[src/rtl/vga_mem_write_arbiter.sv]
// vga_mem_write_arbiter
//   Single write port into the VGA tile/frame memory. Two requesters share it: the
//   processor (p_*) and the game-logic engine (g_*). Ties are broken round-robin.
//   Writes can be limited to vertical blanking. A built-in sequencer can sweep the
//   whole memory with CLEAR_VALUE.
//
// Ports
//   clock, reset                 rising-edge clock, synchronous active-high reset
//   p_req/p_addr/p_data, p_ack   processor request; p_ack is a combinational grant
//   g_req/g_addr/g_data, g_ack   game-engine request; g_ack is a combinational grant
//   vblank                       write window (ignored when GATE_VBLANK == 0)
//   clear_start                  one-cycle pulse that starts a full-memory clear
//   clear_busy, clear_done       clear status; done pulses with the last clear write
//   mem_we/mem_addr/mem_wdata    registered write port toward the VGA memory
module vga_mem_write_arbiter #(
  parameter int unsigned        ADDR_W      = 12,
  parameter int unsigned        DATA_W      = 32,
  parameter int unsigned        DEPTH       = 4096,
  parameter logic [DATA_W-1:0]  CLEAR_VALUE = '0,
  parameter bit                 GATE_VBLANK = 1'b1
) (
  input  logic              clock,
  input  logic              reset,
  input  logic              p_req,
  input  logic [ADDR_W-1:0] p_addr,
  input  logic [DATA_W-1:0] p_data,
  output logic              p_ack,
  input  logic              g_req,
  input  logic [ADDR_W-1:0] g_addr,
  input  logic [DATA_W-1:0] g_data,
  output logic              g_ack,
  input  logic              vblank,
  input  logic              clear_start,
  output logic              clear_busy,
  output logic              clear_done,
  output logic              mem_we,
  output logic [ADDR_W-1:0] mem_addr,
  output logic [DATA_W-1:0] mem_wdata
);

  typedef enum logic [0:0] {StIdle, StClear} state_e;

  // One extra counter bit so the sweep cannot wrap before it terminates.
  localparam logic [ADDR_W:0] LastCnt = (ADDR_W + 1)'(DEPTH - 1);
  localparam logic [ADDR_W:0] CntOne  = (ADDR_W + 1)'(1);

  state_e              state_q;
  logic [ADDR_W:0]     cnt_q;
  logic                last_grant_q;  // 1: game engine was granted last
  logic                busy_q;
  logic                done_q;
  logic                mem_we_q;
  logic [ADDR_W-1:0]   mem_addr_q;
  logic [DATA_W-1:0]   mem_wdata_q;

  logic                open;
  logic                grant_ok;

  always_comb begin
    open     = !GATE_VBLANK || vblank;
    // A clear_start in the same cycle beats any request; requests stay pending.
    grant_ok = (state_q == StIdle) && open && !clear_start;
    // Under contention, grant whoever was not granted last.
    p_ack    = grant_ok && p_req && (!g_req || last_grant_q);
    g_ack    = grant_ok && g_req && (!p_req || !last_grant_q);
  end

  always_ff @(posedge clock) begin
    if (reset) begin
      state_q      <= StIdle;
      cnt_q        <= '0;
      last_grant_q <= 1'b1;
      busy_q       <= 1'b0;
      done_q       <= 1'b0;
      mem_we_q     <= 1'b0;
      mem_addr_q   <= '0;
      mem_wdata_q  <= '0;
    end else begin
      mem_we_q <= 1'b0;
      done_q   <= 1'b0;
      unique case (state_q)
        StIdle: begin
          busy_q <= 1'b0;
          if (clear_start) begin
            state_q <= StClear;
            cnt_q   <= '0;
            busy_q  <= 1'b1;
          end else if (p_ack) begin
            mem_we_q     <= 1'b1;
            mem_addr_q   <= p_addr;
            mem_wdata_q  <= p_data;
            last_grant_q <= 1'b0;
          end else if (g_ack) begin
            mem_we_q     <= 1'b1;
            mem_addr_q   <= g_addr;
            mem_wdata_q  <= g_data;
            last_grant_q <= 1'b1;
          end
        end
        StClear: begin
          // Closed cycles stall the sweep; busy stays high through the done cycle.
          if (open) begin
            mem_we_q    <= 1'b1;
            mem_addr_q  <= cnt_q[ADDR_W-1:0];
            mem_wdata_q <= CLEAR_VALUE;
            if (cnt_q == LastCnt) begin
              state_q <= StIdle;
              cnt_q   <= '0;
              done_q  <= 1'b1;
            end else begin
              cnt_q <= cnt_q + CntOne;
            end
          end
        end
        default: state_q <= StIdle;
      endcase
    end
  end

  assign clear_busy = busy_q;
  assign clear_done = done_q;
  assign mem_we     = mem_we_q;
  assign mem_addr   = mem_addr_q;
  assign mem_wdata  = mem_wdata_q;

endmodule

[config.mk]
export PLATFORM = sky130hd
export DESIGN_NAME = vga_mem_write_arbiter
export DESIGN_NICKNAME = d
export VERILOG_FILES = /design/src/rtl/vga_mem_write_arbiter.sv
export SDC_FILE = /design/constraint.sdc
export NUM_CORES = 1
export LEC_CHECK = 0
export CAP_MARGIN = 25
export CORE_MARGIN = 1.5
export CORE_UTILIZATION = 35
export DETAILED_ROUTE_END_ITERATION = 6
export GPL_ROUTABILITY_DRIVEN = 0
export PLACE_DENSITY = 0.7
export SLEW_MARGIN = 5
export SYNTH_ARGS = -nofsm -noshare
export SYNTH_HDL_FRONTEND = slang
export SYNTH_SLANG_ARGS = --single-unit
[constraint.sdc]
create_clock -name clock -period 1.8 [get_ports clock]
set_input_delay 0.54 -clock clock [delete_from_list [all_inputs] [get_ports clock]]
set_output_delay 0.54 -clock clock [all_outputs]
set_load 0.01 [all_outputs]
# ---- Yosys cells after proc, flatten, opt, wreduce, memory -nomap -nowiden
# Cells that the tools add are included.
dict set report op_classes {
  eq_ne 5
  n_reduce_logical 17
  n_addsub 1
  n_bitwise 3
  mux 26
}
# operator n
set op_table {}
lappend op_table {{32-bit 2-to-1 mux} 4}
lappend op_table {{32-bit one-hot mux with 2 select lines} 1}
lappend op_table {{12-bit 2-to-1 mux} 4}
lappend op_table {{13-bit 2-to-1 mux} 3}
lappend op_table {{13-bit one-hot mux with 2 select lines} 1}
lappend op_table {{12-bit one-hot mux with 2 select lines} 1}
lappend op_table {{13-bit by 1-bit adder with 13-bit output, second input constant} 1}
lappend op_table {{13-bit by 12-bit equality test with 1-bit output, second input constant} 1}
lappend op_table {{1-bit 2-to-1 mux} 10}
lappend op_table {{1-bit logical AND} 6}
lappend op_table {{2-bit inequality test, second input constant} 3}
lappend op_table {{3-bit AND reduction} 2}
lappend op_table {{1-bit logical NOT} 4}
lappend op_table {{1-bit one-hot mux with 2 select lines} 2}
lappend op_table {{3-bit inequality test, second input constant} 1}
lappend op_table {{1-bit inverter} 3}
lappend op_table {{3-bit OR reduction} 1}
lappend op_table {{1-bit logical OR} 2}
lappend op_table {{2-bit AND reduction} 1}
lappend op_table {{2-bit nonzero test} 1}
dict set report totals {
  wordCells 60
  register_bits 62
  in_bits 94
}

# ---- Longest topological paths before layout
# Gate-level depths: netlist of the first run.
dict set report logic_depth {
  ltp_word 9
  depth_mapped 7
  ltp_nobuf 5
}

# ---- Least setup slack after synthesis of the first run
# No wires, ideal clock.
dict set report synth_timing {
  kind {input to output}
  startpoint {in clear_start}
  endpoint {out g_ack}
  arrival_ns 1.360
  required_time_ns 1.260
  path_buffers 1
  setup_slack_ns -0.100
  cell_stages 3
  path_cell_list {nor3b_4 clkbuf_1 and3_1}
}
dict set report synth_between {
  elab_chain_cells 4
}
# item line_no
set synth_lines {}
lappend synth_lines {{start, declared} 33} ;# input logic clear_start,
lappend synth_lines {{1-bit logical NOT} 62} ;# grant_ok = (state_q == StIdle) && open && !clear_start;
lappend synth_lines {{1-bit logical AND} 62}
lappend synth_lines {{1-bit logical AND (2 in a row)} 65} ;# g_ack = grant_ok && g_req && (!p_req || !last_grant_q);
lappend synth_lines {{end, declared} 31} ;# output logic g_ack,
# No other way between the ends.

# ---- Worst setup path after layout of the first run
dict set report layout_timing {
  startpoint {in clear_start}
  endpoint {out p_ack}
}
dict set report layout_between {
  elab_chain_cells 4
}
# item line_no
set layout_lines {}
lappend layout_lines {{1-bit logical NOT} 62}
lappend layout_lines {{1-bit logical AND} 62}
lappend layout_lines {{1-bit logical AND (2 in a row)} 64} ;# p_ack = grant_ok && p_req && (!g_req || last_grant_q);
lappend layout_lines {{end, declared} 27} ;# output logic p_ack,
# No other way between the ends.

==> reports/qor.yml, run 1 <==
cells_and_area:
  layout-drive-gt1-share_pct: 12.1
  syn2layout_area_growth_pct: 57.6
  nets: 650
  fin_cells: 694
  fillers: 902
detailed_routing:
  drc: 0
  drt_pre_antenna_iters: 4
  routedWlPerCell_um: 17.2
  viasPerCell: 5.60
  vias: 3885
  dr.first_iter.drc_count: 192
  wl_um: 11900
  antenna_left: 0
synthesis:
  ys_types: 46
  yosysSeqAreaShare_pct: 35.3
  synth-warning-count: 0
  syn_area_mm2: 0.00351
  postSynth.asyncResetShare_pct: 0
  synthCells: 420
  syn_avg_cell_area_um2: 8.37
  synth_edf_count: 0
  synth_nets: 515
  ys.flop_type: "dfxtp_1"
  yosys_register_bits: 62
setup_path:
  crit_path_end: "p_ack"
  cp-end-kind: "output port"
  rr_endpoint: "mem_wdata[8]"
  worstSetupPathType: "in -> out"
  worst_r2r_path_depth: 6
  reg2reg_slack_ns: 0.03
  startpoint_type: "primary input"
  critical_path_arrival_ns: 1.31
  critPathLaunch: "clear_start"
  crit_fanout: 2
  r2r-start: "state_q"
  critPathRequiredTime_ns: 1.26
clock_tree:
  cts_root_buffer: "clkbuf_8"
  clockBufferDepth: 2
  cts.sinks: 62
  clk_pin_slew_ns: 0.07
  insertion_delay_ns: 0.34
  h-tree-depth: 3
  cts_tree: "yes"
  cts_hold_buf: 0
  numCtsBuffers: 9
min_path:
  hold_class: "reg -> reg"
timing:
  tns_ns: -0.0545
  hold_viol: 0
  finalCritPeriodShare_pct: 103
  fmax_mhz: 542
  tightest_slew_ns: 0.620
  slew_violations: 0
  setup_ws_ns: -0.0454
  fin_crit_ns: 1.85
  finalSetupViolCount: 2
  slew_headroom_pct: 58.4
  skew_ns: 0.0113
  rsz0062_at_grt: "yes"
die:
  design.core.area_mm2: 0.00977
  rows: 36
  die_area_mm2: 0.0106
  fp.dieH_um: 103
  io_pins: 143
  start_util_pct: 35.9
  die_x_um: 103
global_routing:
  grt_pass1_wl_um: 18400
  grt_max_degree: 45
  grt_overflow_total: 0
  antenna_found_initial: 1
  groute.usage.overall_pct: 22.2
  grt_pass1_vias: 3669
power_and_ir_drop:
  intPower_mw: 2.66
  p_sw_uw: 911
  vdd_drop_max_mv: 0.438
  p_sw_share_pct: 25.5
  pwr-share-comb_pct: 21.2
  p_seq_share_pct: 40.5
  power.leakage_nw: 2.68
  p_per_area_mw_per_mm2: 645
  p_clk_share_pct: 38.3
place:
  port_buffers: 142
  place_ws_ns: -0.908
  dp.cells: 675
  dpl.hpwl_um: 8180
outcome:
  outcome: "finished, violations left"
  violations: "setup timing"
job:
  max_cap_violations: 0
-- sequential cells by signal (all words and copies together) (netlist names) --
name	count
mem_wdata	32
cnt_q	13
mem_addr	12
clear_busy	1
clear_done	1
last_grant_q	1
mem_we	1
state_q	1
-- cells in the final DEF (no fill, tap or decap), drive strengths merged, types with 2 or more instances in the layout --
cell / n
o211ai: 3
nor3: 3
inv: 4
nand2: 41
dlygate4sd2: 6
nand3: 4
and4: 33
dfxtp: 62
a21o: 2
nand3b: 16
o41ai: 10
or3b: 3
clkinv: 2
a41o: 12
o31a: 32
clkdlybuf4s50: 94
bufinv: 2
and2: 3
and3: 3
o21ai: 35
nand2b: 2
buf: 36
a21oi: 48
clkbuf: 12
nor2b: 12
o31ai: 2
nor2: 11
nand4: 5
dlymetal6s2s: 37
a31oi: 12
-- worst max-delay path: stages --
cell	delay, ns
buf_2	0.12
nor3b_4	0.26
buf_6	0.15
nand3_4	0.07
inv_2	0.06
buf_6	0.10
-- synth_stat cells, types with 3 or more instances --
| cell type | count | share of area, % |
|---|---|---|
| a21oi_1 | 48 | 6.8 |
| a31oi_1 | 12 | 2.1 |
| a41o_1 | 12 | 3.4 |
| and3_1 | 3 | 0.53 |
| and4_1 | 33 | 8.2 |
| buf_2 | 8 | 1.1 |
| buf_6 | 4 | 1.3 |
| clkbuf_1 | 35 | 3.7 |
| dfxtp_1 | 62 | 35 |
| inv_1 | 4 | 0.43 |
| nand2_1 | 41 | 4.4 |
| nand3_1 | 3 | 0.43 |
| nand3b_1 | 16 | 3.4 |
| nand4_1 | 5 | 0.89 |
| nor2_1 | 11 | 1.2 |
| nor2b_1 | 12 | 2.1 |
| nor3_1 | 3 | 0.43 |
| o211ai_1 | 3 | 0.64 |
| o21ai_0 | 4 | 0.57 |
| o21ai_1 | 30 | 4.3 |
| o31a_1 | 32 | 8.0 |
| o41ai_1 | 5 | 1.2 |
| o41ai_2 | 5 | 2.3 |
-- kinds of logic after synthesis --
family / count (synthesis) / share of synthesized area, %
adders and majority gates: 1 / 0.356
and+or+nand+nor: 141 / 25.0
AOI/OAI and AO/OA: 162 / 32.1
buffers and inverters: 53 / 7.02
xor gates and xnor gates: 1 / 0.249
DFF: 62 / 35.3
-- metal layers --
| layer | global-route usage, % | part of all wire [%] | vias up |
|---|---|---|---|
| li1 | - | - | 1881 |
| met2 | 37.9 | 50 | 153 |
| met1 | 27.3 | 42 | 1838 |
| met5 | 0 | 0 | - |
| met4 | 6.96 | 1.1 | 0 |
| met3 | 5.91 | 7.2 | 13 |
-- worst min path at each step --
| stage | slack, ns | depth (start not counted) | endpoint | startpoint |
|---|---|---|---|---|
| 6_report | 0.45 | 2 | mem_wdata[6] | mem_wdata[6] |
| 5_1_grt | 0.47 | 2 | mem_wdata[23] | mem_wdata[23] |
| 4_1_cts | 0.46 | 2 | mem_wdata[15] | mem_wdata[15] |
| 3_5_place_dp | 0.45 | 2 | mem_wdata[15] | mem_wdata[15] |
| 3_3_place_gp | 0.44 | 2 | mem_wdata[15] | mem_wdata[15] |
| 2_1_floorplan | 0.44 | 2 | cnt_q[12] | cnt_q[12] |
-- cell type report --
type                            count  area (µm²)  area share (%)
Antenna cell                        1        2.50          0.0452
Clock buffer                       12         145            2.62
Clock inverter                      4        70.1            1.27
Inverter                            4        15.0           0.271
Multi-Input combinational cell    305        2070            37.3
Sequential cell                    62        1240            22.4
Tap cell                          133         166            3.01
Timing Repair Buffer              173        1830            33.0
-- timing repair --
item	CTS	global route
setup buffers	2	0
gates resized for setup	30	47
setup endpoints to repair	53	80
pin swaps	2	1
-- power by group through the flow --
stage / Clock [mW] / Combinational (mW) / Sequential (mW)
2_1_floorplan: 0 / 0.315 / 1.50
3_3_place_gp: 0 / 0.744 / 1.48
3_5_place_dp: 0 / 0.752 / 1.48
4_1_cts: 1.40 / 0.758 / 1.45
5_1_grt: 1.47 / 0.820 / 1.45
6_report: 1.37 / 0.759 / 1.45
-- stage by stage --
step	power [mW]	cell area, µm²	hold WS [ns]	util [%]
2_1_floorplan	1.81	3530	0.439	-
3_3_place_gp	2.22	5170	0.442	52.9
3_5_place_dp	2.23	5170	0.447	52.9
4_1_cts	3.61	5400	0.458	55.3
5_1_grt	3.74	5540	0.472	56.6
6_report	3.57	5540	0.451	56.6
Power figures use the tool's default switching activity.
==> run 2: changes to the inputs <==
- SLEW_MARGIN: 5 -> 30
==> results of run 2 <==
Final layout, timing and power as in run 1 (identical DEF).
==> run 3: changes to the inputs <==
- CORE_UTILIZATION: 35 -> 39
- PLACE_DENSITY: 0.7 -> 0.77
- RECOVER_POWER: default -> 25
==> run 3 against run 2 <==
- the run still ends with setup timing left
- hold slack improved by 0.0053 ns
- first-iteration DRC count decreased by 19%
- die area decreased by 10%
- core utilization increased by 4.7 points
==> reports/qor.yml, run 3 (same netlist as run 1, synthesis figures left out) <==
die:
  start_util_pct: 40.3
  die_area_mm2: 0.00959
  design.core.area_mm2: 0.00872
  rows: 34
  die_x_um: 97.9
  io_pins: 143
  fp.dieH_um: 97.9
place:
  place_area_mm2: 0.00516
  dpl.hpwl_um: 8060
  port_buffers: 142
cells_and_area:
  n_antenna_cell: 0
  multi_input_area_mm2: 0.00206
  seq_area_mm2: 0.00124
  final_cell_area_mm2: 0.00535
  syn2layout_area_growth_pct: 52.2
  nets: 655
  mostFrequentLayoutCells: "120 x clkdlybuf4s50_1, 61 x dfxtp_1, 48 x a21oi_1"
  fillers: 734
  layout-drive-gt1-share_pct: 12.4
  final_core_util_pct: 61.3
  largest_register_ff_count: 32
  final_common_cell: "clkdlybuf4s50_1"
clock_tree:
  cts_tree: "yes"
  clockBufferDepth: 2
  h-tree-depth: 3
  cts_root_buffer: "clkbuf_8"
  cts_hold_buf: 0
  clk_pin_slew_ns: 0.06
  cts.sinks: 62
  insertion_delay_ns: 0.34
  numCtsBuffers: 9
timing:
  finalCritPeriodShare_pct: 104
  setup_ws_ns: -0.0732
  fin_crit_ns: 1.87
  slew_headroom_pct: 70.0
  tightest_slew_ns: 0.450
  slew_violations: 0
  fmax_mhz: 534
  hold_viol: 0
  rsz0062_at_grt: "yes"
  tns_ns: -0.100
  finalSetupViolCount: 2
  hold_slack_ns: 0.457
  skew_ns: 0.00594
detailed_routing:
  viasPerCell: 5.82
  dr.first_iter.drc_count: 156
  drt_pre_antenna_iters: 5
  wl_um: 11700
  drc: 0
  vias: 3910
  routedWlPerCell_um: 17.4
  antenna_left: 0
power_and_ir_drop:
  p_clk_share_pct: 33.3
  vdd_drop_max_mv: 0.317
  p_sw_uw: 884
  intPower_mw: 2.41
  pwr-share-comb_pct: 22.8
  p_seq_share_pct: 43.9
  p_sw_share_pct: 26.8
  power.leakage_nw: 1.98
  p_per_area_mw_per_mm2: 616
  finalPower_mw: 3.30
outcome:
  violations: "setup timing"
  outcome: "finished, violations left"
setup_path:
  critical_path_arrival_ns: 1.33
  crit_fanout: 2
  startpoint_type: "primary input"
  critPathRequiredTime_ns: 1.26
  worstSetupPathType: "in -> out"
  cp-end-kind: "output port"
global_routing:
  grt_max_degree: 45
  grt_pass1_wl_um: 18700
  grt_pass1_vias: 3758
  groute.usage.overall_pct: 24.0
  grt_overflow_total: 0
  antenna_found_initial: 0
min_path:
  hold_class: "reg -> reg"
job:
  max_cap_violations: 0
[run 3: cell count changes in the layout (fill, tap and decap cells not counted), sizes merged]
cell	before	now
clkbuf	12	19
clkdlybuf4s25	0	12
dlymetal6s2s	37	0
clkdlybuf4s50	94	120
buf	36	39
bufinv	2	0
clkinv	2	1
dlygate4sd2	6	2
diode	1	0
[run 3: worst max-delay path: stages]
cell and delay (ns):
buf_2 0.12, nor3b_4 0.23, buf_4 0.16, and3_4 0.18
buf_6 0.11
[run 3: per-stage QoR]
step / setup slack [ns] / cells
2_1_floorplan: -0.0331 / 420
3_3_place_gp: -0.865 / 653
3_5_place_dp: -0.880 / 653
4_1_cts: -0.0901 / 670
5_1_grt: -0.153 / 672
6_report: -0.0732 / 672
[run 3: per-layer routing]
metal,global-route usage (%),vias to the layer above,part of all wire [%]
li1,-,1885,-
met1,30.2,1835,40
met2,41.0,177,50
met3,5.65,13,8.2
met4,6.70,0,1.2
met5,0,-,0
[run 3: worst paths after layout]
| path | startpoint | cells after the start | slack, ns | end |
|---|---|---|---|---|
| hold / removal | mem_wdata[8] | 2 | 0.46 | mem_wdata[8] |
| setup / recovery | clear_start | 5 | -0.07 | g_ack |
| hold reg to reg | mem_wdata[8] | 2 | 0.46 | mem_wdata[8] |
| setup reg to reg | state_q | 6 | 0.02 | mem_addr[1] |
[run 3: layout make-up]
| type | instances | share of cell area [%] |
|---|---|---|
| Tap cell | 108 | 2.53 |
| Multi-Input combinational cell | 305 | 38.5 |
| Clock inverter | 1 | 0.0936 |
| Inverter | 4 | 0.281 |
| Clock buffer | 14 | 3.04 |
| Sequential cell | 62 | 23.2 |
| Timing Repair Buffer | 178 | 32.4 |
[run 3: repair_timing]
item | 4_1_cts | 5_1_grt
pin swaps | 1 | 1
gates resized for setup | 25 | 21
setup buffers | 2 | 2
setup endpoints to repair | 50 | 63
endpoints found under the hold margin | 0 | 0
[run 3: power by group through the flow]
stage / Combinational [mW] / Sequential (mW) / Clock [mW]
after floorplan: 0.315 / 1.50 / 0
after global placement: 0.743 / 1.48 / 0
after detailed placement: 0.751 / 1.48 / 0
after CTS: 0.758 / 1.45 / 1.10
after global routing: 0.806 / 1.45 / 1.19
final: 0.750 / 1.45 / 1.10
